**src/rtl/onn_pkg.sv**
```systemverilog
// Shared types and helpers for the ONN phase-scan logic.
// Holds the scan FSM state encoding, the arm-watchdog width and the
// saturation helper used to size the phase counter limit.
package onn_pkg;

  typedef enum logic [2:0] {
    S_IDLE,
    S_ARM,
    S_COUNT,
    S_WRITE,
    S_NEXT,
    S_FIN
  } scan_state_t;

  // Width of the arm watchdog; ARM_TO must fit in this many bits.
  localparam int WD_W = 8;

  // Largest value a cnt_w-bit unsigned counter can hold.
  function automatic int sat_max(input int cnt_w);
    return (1 << cnt_w) - 1;
  endfunction

endpackage

```
**src/rtl/osc_edge_det.sv**
```systemverilog
// Purpose: registers the oscillator inputs and flags per-neuron rising edges.
// Latency: rise is combinational from osc_in against last cycle's copy (0 cycles).
// Backpressure: none; free-running every cycle.
module osc_edge_det #(
  parameter int N = 8
) (
  input  logic         clk,
  input  logic         rst_n,
  input  logic [N-1:0] osc_in,
  output logic [N-1:0] rise
);

  logic [N-1:0] osc_q;

  // Previous-cycle copy; cleared by reset so an input already high gives one rise.
  always_ff @(posedge clk) begin
    if (!rst_n) osc_q <= '0;
    else        osc_q <= osc_in;
  end

  assign rise = osc_in & ~osc_q;

endmodule

```
**src/rtl/phase_scan_ctrl.sv**
```systemverilog
// Purpose: walks every neuron, measuring reference-to-target rising-edge delay with one shared counter.
// Latency: one result write per neuron; write lands 1 cycle after the target rise, reference slot is 3 cycles.
// Backpressure: none; res_we is a fire-and-forget strobe, start is only sampled when idle.
module phase_scan_ctrl
  import onn_pkg::*;
#(
  parameter int N_NEUR = 8,
  parameter int CNT_W  = 4,
  parameter int ARM_TO = 255,
  parameter int IDX_W  = $clog2(N_NEUR)
) (
  input  logic              clk,
  input  logic              rst_n,
  input  logic              start,
  input  logic [N_NEUR-1:0] osc_in,
  input  logic [IDX_W-1:0]  ref_sel,
  output logic              busy,
  output logic              done,
  output logic              res_we,
  output logic [IDX_W-1:0]  res_addr,
  output logic [CNT_W-1:0]  res_data,
  output logic              res_to
);

  localparam logic [CNT_W-1:0] CNT_MAX  = CNT_W'(sat_max(CNT_W));
  localparam logic [WD_W-1:0]  WD_LIM   = WD_W'(ARM_TO);
  localparam logic [IDX_W-1:0] IDX_LAST = IDX_W'(N_NEUR - 1);

  scan_state_t       state, state_nxt;
  logic [IDX_W-1:0]  ref_r, ref_nxt;
  logic [IDX_W-1:0]  idx, idx_nxt;
  logic [CNT_W-1:0]  cnt, cnt_nxt;
  logic [WD_W-1:0]   wd, wd_nxt, wd_inc;
  logic [N_NEUR-1:0] rise;
  logic              rise_ref, rise_tgt;
  logic              res_ld;
  logic [CNT_W-1:0]  res_data_nxt;
  logic              res_to_nxt;

  osc_edge_det #(.N(N_NEUR)) u_edge (
    .clk    (clk),
    .rst_n  (rst_n),
    .osc_in (osc_in),
    .rise   (rise)
  );

  assign rise_ref = rise[ref_r];
  assign rise_tgt = rise[idx];
  assign wd_inc   = wd + WD_W'(1);

  // State register.
  always_ff @(posedge clk) begin
    if (!rst_n) state <= S_IDLE;
    else        state <= state_nxt;
  end

  // Next-state, counter updates and result capture; res_ld marks entry into WRITE.
  always_comb begin
    state_nxt    = state;
    ref_nxt      = ref_r;
    idx_nxt      = idx;
    cnt_nxt      = cnt;
    wd_nxt       = wd;
    res_ld       = 1'b0;
    res_data_nxt = '0;
    res_to_nxt   = 1'b0;
    unique case (state)
      S_IDLE: begin
        if (start) begin
          ref_nxt   = ref_sel;
          idx_nxt   = '0;
          wd_nxt    = '0;
          state_nxt = S_ARM;
        end
      end
      S_ARM: begin
        if (idx == ref_r) begin
          // Reference against itself: phase is zero by definition.
          res_ld    = 1'b1;
          state_nxt = S_WRITE;
        end else if (rise_ref && rise_tgt) begin
          res_ld    = 1'b1;
          state_nxt = S_WRITE;
        end else if (rise_ref) begin
          cnt_nxt   = CNT_W'(1);
          state_nxt = S_COUNT;
        end else if (wd_inc == WD_LIM) begin
          res_ld       = 1'b1;
          res_data_nxt = CNT_MAX;
          res_to_nxt   = 1'b1;
          state_nxt    = S_WRITE;
        end else begin
          wd_nxt = wd_inc;
        end
      end
      S_COUNT: begin
        // Extra reference edges are deliberately not looked at here.
        if (rise_tgt) begin
          res_ld       = 1'b1;
          res_data_nxt = cnt;
          state_nxt    = S_WRITE;
        end else if (cnt == CNT_MAX) begin
          res_ld       = 1'b1;
          res_data_nxt = CNT_MAX;
          res_to_nxt   = 1'b1;
          state_nxt    = S_WRITE;
        end else begin
          cnt_nxt = cnt + CNT_W'(1);
        end
      end
      S_WRITE: state_nxt = S_NEXT;
      S_NEXT: begin
        if (idx == IDX_LAST) begin
          state_nxt = S_FIN;
        end else begin
          idx_nxt   = idx + IDX_W'(1);
          wd_nxt    = '0;
          state_nxt = S_ARM;
        end
      end
      S_FIN:   state_nxt = S_IDLE;
      default: state_nxt = S_IDLE;
    endcase
  end

  // Datapath registers and registered outputs, all derived from the next state.
  always_ff @(posedge clk) begin
    if (!rst_n) begin
      ref_r    <= '0;
      idx      <= '0;
      cnt      <= '0;
      wd       <= '0;
      busy     <= 1'b0;
      done     <= 1'b0;
      res_we   <= 1'b0;
      res_addr <= '0;
      res_data <= '0;
      res_to   <= 1'b0;
    end else begin
      ref_r  <= ref_nxt;
      idx    <= idx_nxt;
      cnt    <= cnt_nxt;
      wd     <= wd_nxt;
      busy   <= (state_nxt != S_IDLE) && (state_nxt != S_FIN);
      done   <= (state_nxt == S_FIN);
      res_we <= res_ld;
      if (res_ld) begin
        res_addr <= idx;
        res_data <= res_data_nxt;
        res_to   <= res_to_nxt;
      end
    end
  end

endmodule

```
**config.mk**
```make
export PLATFORM = sky130hd
export DESIGN_NAME = phase_scan_ctrl
export DESIGN_NICKNAME = d
export VERILOG_FILES = /design/src/rtl/onn_pkg.sv /design/src/rtl/osc_edge_det.sv /design/src/rtl/phase_scan_ctrl.sv
export SDC_FILE = /design/constraint.sdc
export NUM_CORES = 1
export LEC_CHECK = 0
export CAP_MARGIN = 20
export CORE_MARGIN = 4
export CORE_UTILIZATION = 55
export CTS_BUF_LIST = sky130_fd_sc_hd__clkbuf_16
export DETAILED_ROUTE_END_ITERATION = 16
export PLACE_DENSITY_LB_ADDON = 0.15
export SYNTH_ARGS = -nofsm -noshare
export SYNTH_HDL_FRONTEND = slang
export SYNTH_SLANG_ARGS = --single-unit
```
**constraint.sdc**
```tcl
create_clock -name clk -period 2.95 [get_ports clk]
set_input_delay 0.295 -clock clk [delete_from_list [all_inputs] [get_ports clk]]
set_output_delay 0.295 -clock clk [all_outputs]
set_load 0.1 [all_outputs]
```
==> results of run 1 <==
## through the flow
step           hold slack, ps  power (uW)
2_1_floorplan             417         825
3_3_place_gp              447         898
3_5_place_dp              456         902
4_1_cts                   462        1400
5_1_grt                   493        1460
6_report                  459        1390
## worst min-delay path, delay by kind of cell (launching register included)
kind	cells	cell delay [ps]
DFF	1	310
AOI/OAI and AO/OA	1	60
and+or+nand+nor	1	50
## registers in the layout (all words and copies together) (netlist names), 3 cells and up
| signal | cells |
|---|---|
| cnt | 4 |
| idx | 3 |
| ref_r | 3 |
| res_addr | 3 |
| res_data | 4 |
| state | 3 |
| u_edge.osc_q | 8 |
| wd | 8 |
## per-layer routing
layer | up-vias | part of all wire [%] | global-route usage [%]
met5 | - | 0 | 0
met4 | 0 | 1.3 | 5.96
met3 | 8 | 4.4 | 5.65
met2 | 34 | 49 | 32.6
met1 | 842 | 46 | 23.0
li1 | 893 | - | -
## area by class of cell
| class | instances | area (um2) |
|---|---|---|
| clock buffer | 5 | 125 |
| clock inverter | 3 | 11.3 |
| fill | 336 | 1190 |
| inverter | 9 | 33.8 |
| multi-input combinational | 172 | 1230 |
| sequential | 40 | 801 |
| tap | 48 | 60.1 |
| timing repair buffer | 27 | 240 |
## Yosys cell counts, types with 2 or more instances
cell                       instances
sky130_fd_sc_hd__nand2_1          29
sky130_fd_sc_hd__nand3_1          11
sky130_fd_sc_hd__nand2b_1          8
sky130_fd_sc_hd__a211oi_1          3
sky130_fd_sc_hd__nor3_1            7
sky130_fd_sc_hd__o221a_2           3
sky130_fd_sc_hd__xnor2_1           4
sky130_fd_sc_hd__or3_1             2
sky130_fd_sc_hd__o21a_1            4
sky130_fd_sc_hd__nor2_1           12
sky130_fd_sc_hd__or4_1             2
sky130_fd_sc_hd__nor3b_1           2
sky130_fd_sc_hd__inv_1             8
sky130_fd_sc_hd__ha_1              5
sky130_fd_sc_hd__mux4_2            2
sky130_fd_sc_hd__o22ai_1           4
sky130_fd_sc_hd__and2_1            9
sky130_fd_sc_hd__clkbuf_1          6
sky130_fd_sc_hd__o21ai_0           9
sky130_fd_sc_hd__nor4_1            2
sky130_fd_sc_hd__buf_2             2
sky130_fd_sc_hd__or2b_1            2
sky130_fd_sc_hd__mux2i_1           6
sky130_fd_sc_hd__mux4_1            2
sky130_fd_sc_hd__a31oi_1           3
sky130_fd_sc_hd__a21oi_1           9
sky130_fd_sc_hd__a32o_1            4
sky130_fd_sc_hd__dfxtp_1          40
sky130_fd_sc_hd__and3_1            4
## cell families (layout without fill, tap and decap cells)
logic type	after synthesis	in the layout	synth area share (%)
XOR/XNOR	5	5	2.08
AND/OR/NAND/NOR	97	97	24.3
adder cells (fa/ha/maj)	5	5	2.98
buffers and inverters	18	44	3.33
AO/OA/AOI/OAI	51	51	18.9
multiplexers	14	14	10.4
flip-flops	40	40	38.1
## power by group through the flow
stage / sequential [uW] / combinational [uW] / clock (uW)
floorplan: 622 / 204 / 0
global placement: 597 / 302 / 0
CTS: 585 / 307 / 512
detailed placement: 596 / 305 / 0
finish: 585 / 306 / 503
global route: 589 / 337 / 531
## path summary, 6_finish.rpt
kind             start  slack [ps]  cells after the start      to
max          osc_in[3]         600                      7  cnt[2]
min             res_to         460                      2  res_to
max reg2reg     idx[1]         800                      7   wd[4]
min reg2reg     res_to         460                      2  res_to
==> results.cfg, run 1 <==
[status]
run_status = complete, no violations

[yosys]
netlist_instances = 230
synth-async-reset-ratio_pct = 0
synth_cell_types = 55
syn-num-nets = 249
synth.area.top_cells = sky130_fd_sc_hd__dfxtp_1 38%, sky130_fd_sc_hd__nand2_1 5.2%, sky130_fd_sc_hd__ha_1 3.0%
synth_edf_count = 0
synth.ff_latch_count = 40
syn-mean-instance-area_um2 = 9.14
ys_dominant_reg_cell = sky130_fd_sc_hd__dfxtp_1
synth_top_cell_by_area = sky130_fd_sc_hd__dfxtp_1
netlist_area_um2 = 2100
synth-seq-area-share_pct = 38.1
synth.top_cell.area_share_pct = 38.1
synth.yosys.warnings = 0

[detailed_routing]
dr.first_iter.drc_count = 90
detail-route-antenna-nets = 0
drc = 0
wirelength_um = 4230
routedWlPerCell_um = 13.9
dr_total_vias = 1777
drtPass1Iterations = 4
routed_via_density = 5.85

[finish]
final_instance_count_excl_fillers = 304
final_common_cell = sky130_fd_sc_hd__dfxtp_1
most_frequent_cells_in_the_layout = 40 x sky130_fd_sc_hd__dfxtp_1, 29 x sky130_fd_sc_hd__nand2_1, 15 x sky130_fd_sc_hd__clkdlybuf4s50_1, 12 x sky130_fd_sc_hd__nor2_1, 12 x sky130_fd_sc_hd__buf_4
area_growth_pct = 19.0
stdcell_area_um2 = 2500
final_nets = 274
antennaDiodeCount = 0
drive_above_1_share_pct = 12.9
post-route-util_pct = 67.8

[sta]
min_period_ps = 2350
final_min_period_over_clock_period_pct = 79.6
finalMaxSlewViolations = 0
worstMarginPinSlew_ps = 967
finalWorstSetupSlack_ps = 601
clock-skew-final_ps = 3.97
finalSetupViolations = 0
slew_headroom_pct = 35.4
setup_tns_ps = 0
rsz0062_at_grt = false
max_freq_ghz = 0.426
number_of_hold_violations_in_the_final_report = 0

[pwr]
power.sequential.fraction_pct = 42.0
power.share.switching_pct = 28.9
leakage_uw = 0.000988
share_clk_of_total_power_pct = 36.1
power_density_nw_per_um2 = 557
power.switching_uw = 403
cell_internal_pwr_uw = 991
combinational_fraction_of_design_power_pct = 22.0
ir_drop_uv = 346

[clocking]
numCtsBuffers = 5
cts_max_level = 2
ctsLongestPathBuffers = 2
worst_setup_hold_path_clk_slew_ps = 60
postCtsSetupBuffers = 0
post_cts_resized = 0
cts_root_buffer = sky130_fd_sc_hd__clkbuf_16
cts_sinks = 40
tritoncts_clock_tree = built
worst_skew_pair.late_latency_ps = 280
holdBufCountCts = 0

[place]
dpl.cell_count = 296
dp_area_um2 = 2370
gp_congestion = 0.793
dp_worst_setup_slack_ps = 318
buffer_ports.inserted = 24
dpl.hpwl_um = 3080

[floorplanning]
initial_utilization_pct = 57.0
core.rowCount = 22
placeableCoreArea_um2 = 3690
die_h_um = 69.8
design.die.area_um2 = 4870
chip_width_um = 69.8
ios = 25

[worst_setup_path]
critPathRequiredTime_ps = 3120
cp.arrival_ps = 2520
timing.critical_path.buf_inv = 1
crit_slowest_cell = sky130_fd_sc_hd__mux4_2
setup.worst_path.class = in2reg
worstSetupEndpointType = flop
timing.critical_path.mode_cell = sky130_fd_sc_hd__a32o_1
critical-path-top-delay-family = multiplexers
crit_chain = clkdlybuf4s50_1, or2b_1, mux4_2, mux2i_4, a32o_1, o211ai_1, a32o_1
critical_path.max_stage_delay_ps = 500
worst_setup_path_start_kind = input port
critical_path_peak_fanout = 9

[grt]
via_count_of_the_first_global_routing_pass = 1739
total_congestion_overflow_after_global_routing = 0
maximum_number_of_pins_on_one_net_before_global_route_repair = 30
grt_first_pass_wirelength_um = 7690
antenna_found_initial = 0
grtUsageTotal_pct = 19.1

[hold_path]
hp-class = reg2reg

[flow_run]
cap_violations = 0
(Power assumes the default switching activity.)
==> run 2: changes to the inputs <==
--- a/config.mk
+++ b/config.mk
@@ -7,7 +7,7 @@
 export LEC_CHECK = 0
 export CAP_MARGIN = 20
 export CORE_MARGIN = 4
-export CORE_UTILIZATION = 55
+export CORE_UTILIZATION = 50
 export CTS_BUF_LIST = sky130_fd_sc_hd__clkbuf_16
 export DETAILED_ROUTE_END_ITERATION = 16
 export PLACE_DENSITY_LB_ADDON = 0.15
==> constraint.sdc (replaced) <==
create_clock -name clk -period 1.9 [get_ports clk]
set_input_delay 0.19 -clock clk [delete_from_list [all_inputs] [get_ports clk]]
set_output_delay 0.19 -clock clk [all_outputs]
set_load 0.1 [all_outputs]
==> results.cfg, run 2 (synthesis gave the netlist of run 1 again) <==
[floorplanning]
chip_width_um = 72.8
die_h_um = 72.8
core.rowCount = 23
ios = 25
placeableCoreArea_um2 = 4030
design.die.area_um2 = 5310
initial_utilization_pct = 52.2

[sta]
fin_worst_hold_slack_ps = 244
worstMarginPinSlew_ps = 811
finalSetupViolations = 20
rsz0062_at_grt = true
final_min_period_over_clock_period_pct = 107
finalMaxSlewViolations = 0
clock-skew-final_ps = 5.90
min_period_ps = 2040
finalWorstSetupSlack_ps = -140
max_freq_ghz = 0.490
number_of_hold_violations_in_the_final_report = 0
slew_headroom_pct = 45.9

[finish]
final_common_cell = sky130_fd_sc_hd__buf_4
num-fill-cells = 320
largestRegisters = u_edge.osc_q: 8 flops, wd: 8 flops
drive_above_1_share_pct = 33.0
area_growth_pct = 35.6
final_instance_count_excl_fillers = 335
antennaDiodeCount = 0
final_nets = 303
most_frequent_cells_in_the_layout = 39 x sky130_fd_sc_hd__buf_4, 37 x sky130_fd_sc_hd__dfxtp_1, 28 x sky130_fd_sc_hd__nand2_1, 11 x sky130_fd_sc_hd__nor2_1, 11 x sky130_fd_sc_hd__clkdlybuf4s50_1

[pwr]
power.sequential.fraction_pct = 38.6
leakage_uw = 0.00115
combinational_fraction_of_design_power_pct = 26.9
power.share.switching_pct = 30.2
share_clk_of_total_power_pct = 34.5
fin_total_pwr_uw = 2340
power_density_nw_per_um2 = 820
ir_drop_uv = 649
cell_internal_pwr_uw = 1630
power.switching_uw = 706

[clocking]
cts_root_buffer = sky130_fd_sc_hd__clkbuf_16
cts_max_level = 2
ctsLongestPathBuffers = 2
cts_sinks = 40
worst_skew_pair.late_latency_ps = 280
holdBufCountCts = 0
numCtsBuffers = 5
tritoncts_clock_tree = built
worst_setup_hold_path_clk_slew_ps = 60

[grt]
total_congestion_overflow_after_global_routing = 0
antenna_found_initial = 0
via_count_of_the_first_global_routing_pass = 1864
maximum_number_of_pins_on_one_net_before_global_route_repair = 30
grtUsageTotal_pct = 20.5
grt_first_pass_wirelength_um = 8630

[worst_setup_path]
cp.arrival_ps = 2210
crit_chain = or2b_1, mux4_2, mux2_4, buf_4, a21o_4, o311a_4, mux2i_1
worst_setup_path_start_kind = flop
critical_path.max_stage_delay_ps = 450
critPathRequiredTime_ps = 2070
setup.worst_path.class = reg2reg
worstSetupEndpointType = flop
timing.critical_path.buf_inv = 1
critical_path_peak_fanout = 5
critical-path-top-delay-family = multiplexers
crit_slowest_cell = sky130_fd_sc_hd__mux4_2

[hold_path]
hp-class = in2reg

[place]
gp_congestion = 0.842
dpl.hpwl_um = 3400
buffer_ports.inserted = 24
dp_worst_setup_slack_ps = -538
dpl.cell_count = 319

[status]
run_status = complete, but fails checks
failed_checks = negative setup slack

[detailed_routing]
dr.first_iter.drc_count = 140
dr_total_vias = 1906
routed_via_density = 5.69
detail-route-antenna-nets = 0
routedWlPerCell_um = 15.1
wirelength_um = 5060
drc = 0
drtPass1Iterations = 4

[flow_run]
cap_violations = 0
[run 2: cell count changes in the layout (fill, tap and decap cells not counted), sizes merged]
cell and delta:
clkinvlp +1, dlygate4sd2 +2, buf +31, clkdlybuf4s50 -4, inv -1
[run 2: cell type report]
class / count / area (um2) / area share [%]
clock buffer: 5 / 125 / 4.39
tap: 50 / 62.6 / 2.19
sequential: 40 / 805 / 28.2
timing repair buffer: 56 / 465 / 16.3
clock inverter: 3 / 15.0 / 0.527
multi-input combinational: 172 / 1340 / 47.1
inverter: 9 / 33.8 / 1.19
[run 2: path summary, 6_finish.rpt]
kind	start	end	slack (ps)	cells past startpoint
setup / recovery	u_edge.osc_q[7]	res_addr[1]	-140	7
hold / removal	osc_in[3]	u_edge.osc_q[3]	240	2
setup reg to reg	u_edge.osc_q[7]	res_addr[1]	-140	7
hold reg to reg	res_addr[0]	res_addr[0]	460	2
[run 2: per-layer routing]
metal | wire length [um] | share of wire (%) | track usage [%]
met1 | 2290 | 45 | 27.6
met2 | 2480 | 49 | 33.5
met3 | 206 | 4.1 | 4.27
met4 | 85 | 1.7 | 5.74
met5 | 0 | 0 | 0
[run 2: what timing repair did]
action,4_1_cts,5_1_grt
pin swaps,22,13
buffers inserted,7,1
gates resized for setup,26,11
endpoints found under the setup margin,24,24
[run 2: power groups by stage]
stage / sequential [uW] / combinational, uW / clock (uW)
after CTS: 901 / 606 / 814
after detailed placement: 918 / 534 / 0
final: 903 / 628 / 806
after global routing: 906 / 673 / 859
after floorplan: 965 / 323 / 0
after global placement: 917 / 529 / 0
[run 2: stage by stage]
step	util, %	TNS [ps]	instance area [um2]
2_1_floorplan	-	-257	2110
5_1_grt	70.7	-3570	2850
3_5_place_dp	62.6	-11900	2520
3_3_place_gp	62.6	-11390	2520
4_1_cts	69.6	-1810	2800
6_report	70.7	-1750	2850
==> run 3: changes to the inputs <==
--- a/config.mk
+++ b/config.mk
@@ -6,8 +6,10 @@
 export NUM_CORES = 1
 export LEC_CHECK = 0
 export CAP_MARGIN = 20
+export CELL_PAD_IN_SITES_DETAIL_PLACEMENT = 1
+export CELL_PAD_IN_SITES_GLOBAL_PLACEMENT = 2
 export CORE_MARGIN = 4
-export CORE_UTILIZATION = 50
+export CORE_UTILIZATION = 34
 export CTS_BUF_LIST = sky130_fd_sc_hd__clkbuf_16
 export DETAILED_ROUTE_END_ITERATION = 16
 export PLACE_DENSITY_LB_ADDON = 0.15
==> constraint.sdc (replaced) <==
create_clock -name clk -period 2.3 [get_ports clk]
set_input_delay 0.23 -clock clk [delete_from_list [all_inputs] [get_ports clk]]
set_output_delay 0.23 -clock clk [all_outputs]
set_load 0.1 [all_outputs]
==> results.cfg, run 3 (synthesis gave the netlist of run 1 again) <==
[status]
run_status = complete, no violations

[finish]
final_common_cell = sky130_fd_sc_hd__dfxtp_1
antennaDiodeCount = 0
largestRegisters = u_edge.osc_q: 8 flops, wd: 8 flops
most_frequent_cells_in_the_layout = 40 x sky130_fd_sc_hd__dfxtp_1, 29 x sky130_fd_sc_hd__nand2_1, 25 x sky130_fd_sc_hd__buf_4, 13 x sky130_fd_sc_hd__clkdlybuf4s50_1, 12 x sky130_fd_sc_hd__nor2_1
drive_above_1_share_pct = 18.4
stdcell_area_um2 = 2620
area_growth_pct = 24.8
final_nets = 285

[clocking]
cts_sinks = 40
holdBufCountCts = 0
cts_max_level = 2
tritoncts_clock_tree = built
ctsLongestPathBuffers = 2
cts_root_buffer = sky130_fd_sc_hd__clkbuf_16
worst_setup_hold_path_clk_slew_ps = 50
worst_skew_pair.late_latency_ps = 280
numCtsBuffers = 5

[pwr]
power_density_nw_per_um2 = 701
leakage_uw = 0.00105
ir_drop_uv = 347

[place]
dpl.hpwl_um = 3980
buffer_ports.inserted = 24
gp_congestion = 0.730
dp_area_um2 = 2470

[detailed_routing]
detail-route-antenna-nets = 0
dr.first_iter.drc_count = 99
drtPass1Iterations = 4
dr_total_vias = 1779
routedWlPerCell_um = 15.7
wirelength_um = 5350
routed_via_density = 5.22
drc = 0

[worst_setup_path]
cp.arrival_ps = 2390
worstSetupEndpointType = flop
setup.worst_path.class = in2reg
worst_setup_path_start_kind = input port
critPathRequiredTime_ps = 2450
critical_path_peak_fanout = 5

[grt]
grtUsageTotal_pct = 15.2
via_count_of_the_first_global_routing_pass = 1807
antenna_found_initial = 0
grt_first_pass_wirelength_um = 8990
maximum_number_of_pins_on_one_net_before_global_route_repair = 30
total_congestion_overflow_after_global_routing = 0

[sta]
slew_headroom_pct = 69.1
clock-skew-final_ps = 4.82
max_freq_ghz = 0.446
worstMarginPinSlew_ps = 460
final_min_period_over_clock_period_pct = 97.4
number_of_hold_violations_in_the_final_report = 0
finalSetupViolations = 0
rsz0062_at_grt = true
setup_tns_ps = 0
finalMaxSlewViolations = 0
min_period_ps = 2240

[hold_path]
hp-class = reg2reg

[floorplanning]
ios = 25
placeableCoreArea_um2 = 5960
initial_utilization_pct = 35.3
core.rowCount = 28
die_h_um = 86.6
chip_width_um = 86.6
design.die.area_um2 = 7500

[flow_run]
cap_violations = 0
run 3: area by class of cell:
class | instances | area (um2)
flip-flops and latches | 40 | 801
well taps | 75 | 93.8
fillers | 702 | 3330
inverters | 9 | 33.8
repair buffers | 38 | 318
multi-input cells | 172 | 1240
clock buffers | 5 | 125
clock inverters | 2 | 8.76
run 3: repair_timing:
action	4_1_cts	5_1_grt
resized for setup	0	2
buffers inserted	0	1
endpoints found under the setup margin	0	7
run 3: power by group:
| part | internal, uW | switching (uW) | total [uW] |
|---|---|---|---|
| Clock | 389 | 263 | 652 |
| Sequential | 722 | 30.0 | 752 |
| Combinational | 184 | 250 | 434 |
| Total | 1300 | 543 | 1840 |
run 3: final timing paths:
path	endpoint	cells after the start	from	slack, ps
worst min register to register	res_addr[1]	2	res_addr[1]	460
worst max register to register	res_data[1]	6	idx[0]	170
worst max-delay path	res_data[1]	7	osc_in[7]	60
worst min-delay path	res_addr[1]	2	res_addr[1]	460
run 3: routing by layer:
metal	vias to the layer above	track usage (%)	part of all wire (%)	routed length, um
met5	-	0	0	0
met1	841	20.4	50	2690
met2	24	23.8	44	2380
met3	6	3.61	3.7	198
met4	0	5.10	1.5	82
li1	908	-	-	-
run 3: worst max-delay path, stage by stage:
cell	delay (ps)
sky130_fd_sc_hd__clkdlybuf4s50_1	460
sky130_fd_sc_hd__or2b_1	250
sky130_fd_sc_hd__mux4_1	490
sky130_fd_sc_hd__mux2_4	310
sky130_fd_sc_hd__and3_1	200
sky130_fd_sc_hd__a211oi_1	320
sky130_fd_sc_hd__o22ai_1	130
run 3: stage by stage:
stage	util, %	worst slack [ps]	hold slack, ps	std cells	total power, uW
final	44.1	59.2	464	341	1840
after global routing	44.1	-3.15	497	341	1940
after CTS	43.7	55.2	470	340	1860
after detailed placement	41.5	-242	462	333	1200
after global placement	41.5	-196	449	333	1190
after floorplan	-	267	352	230	1060
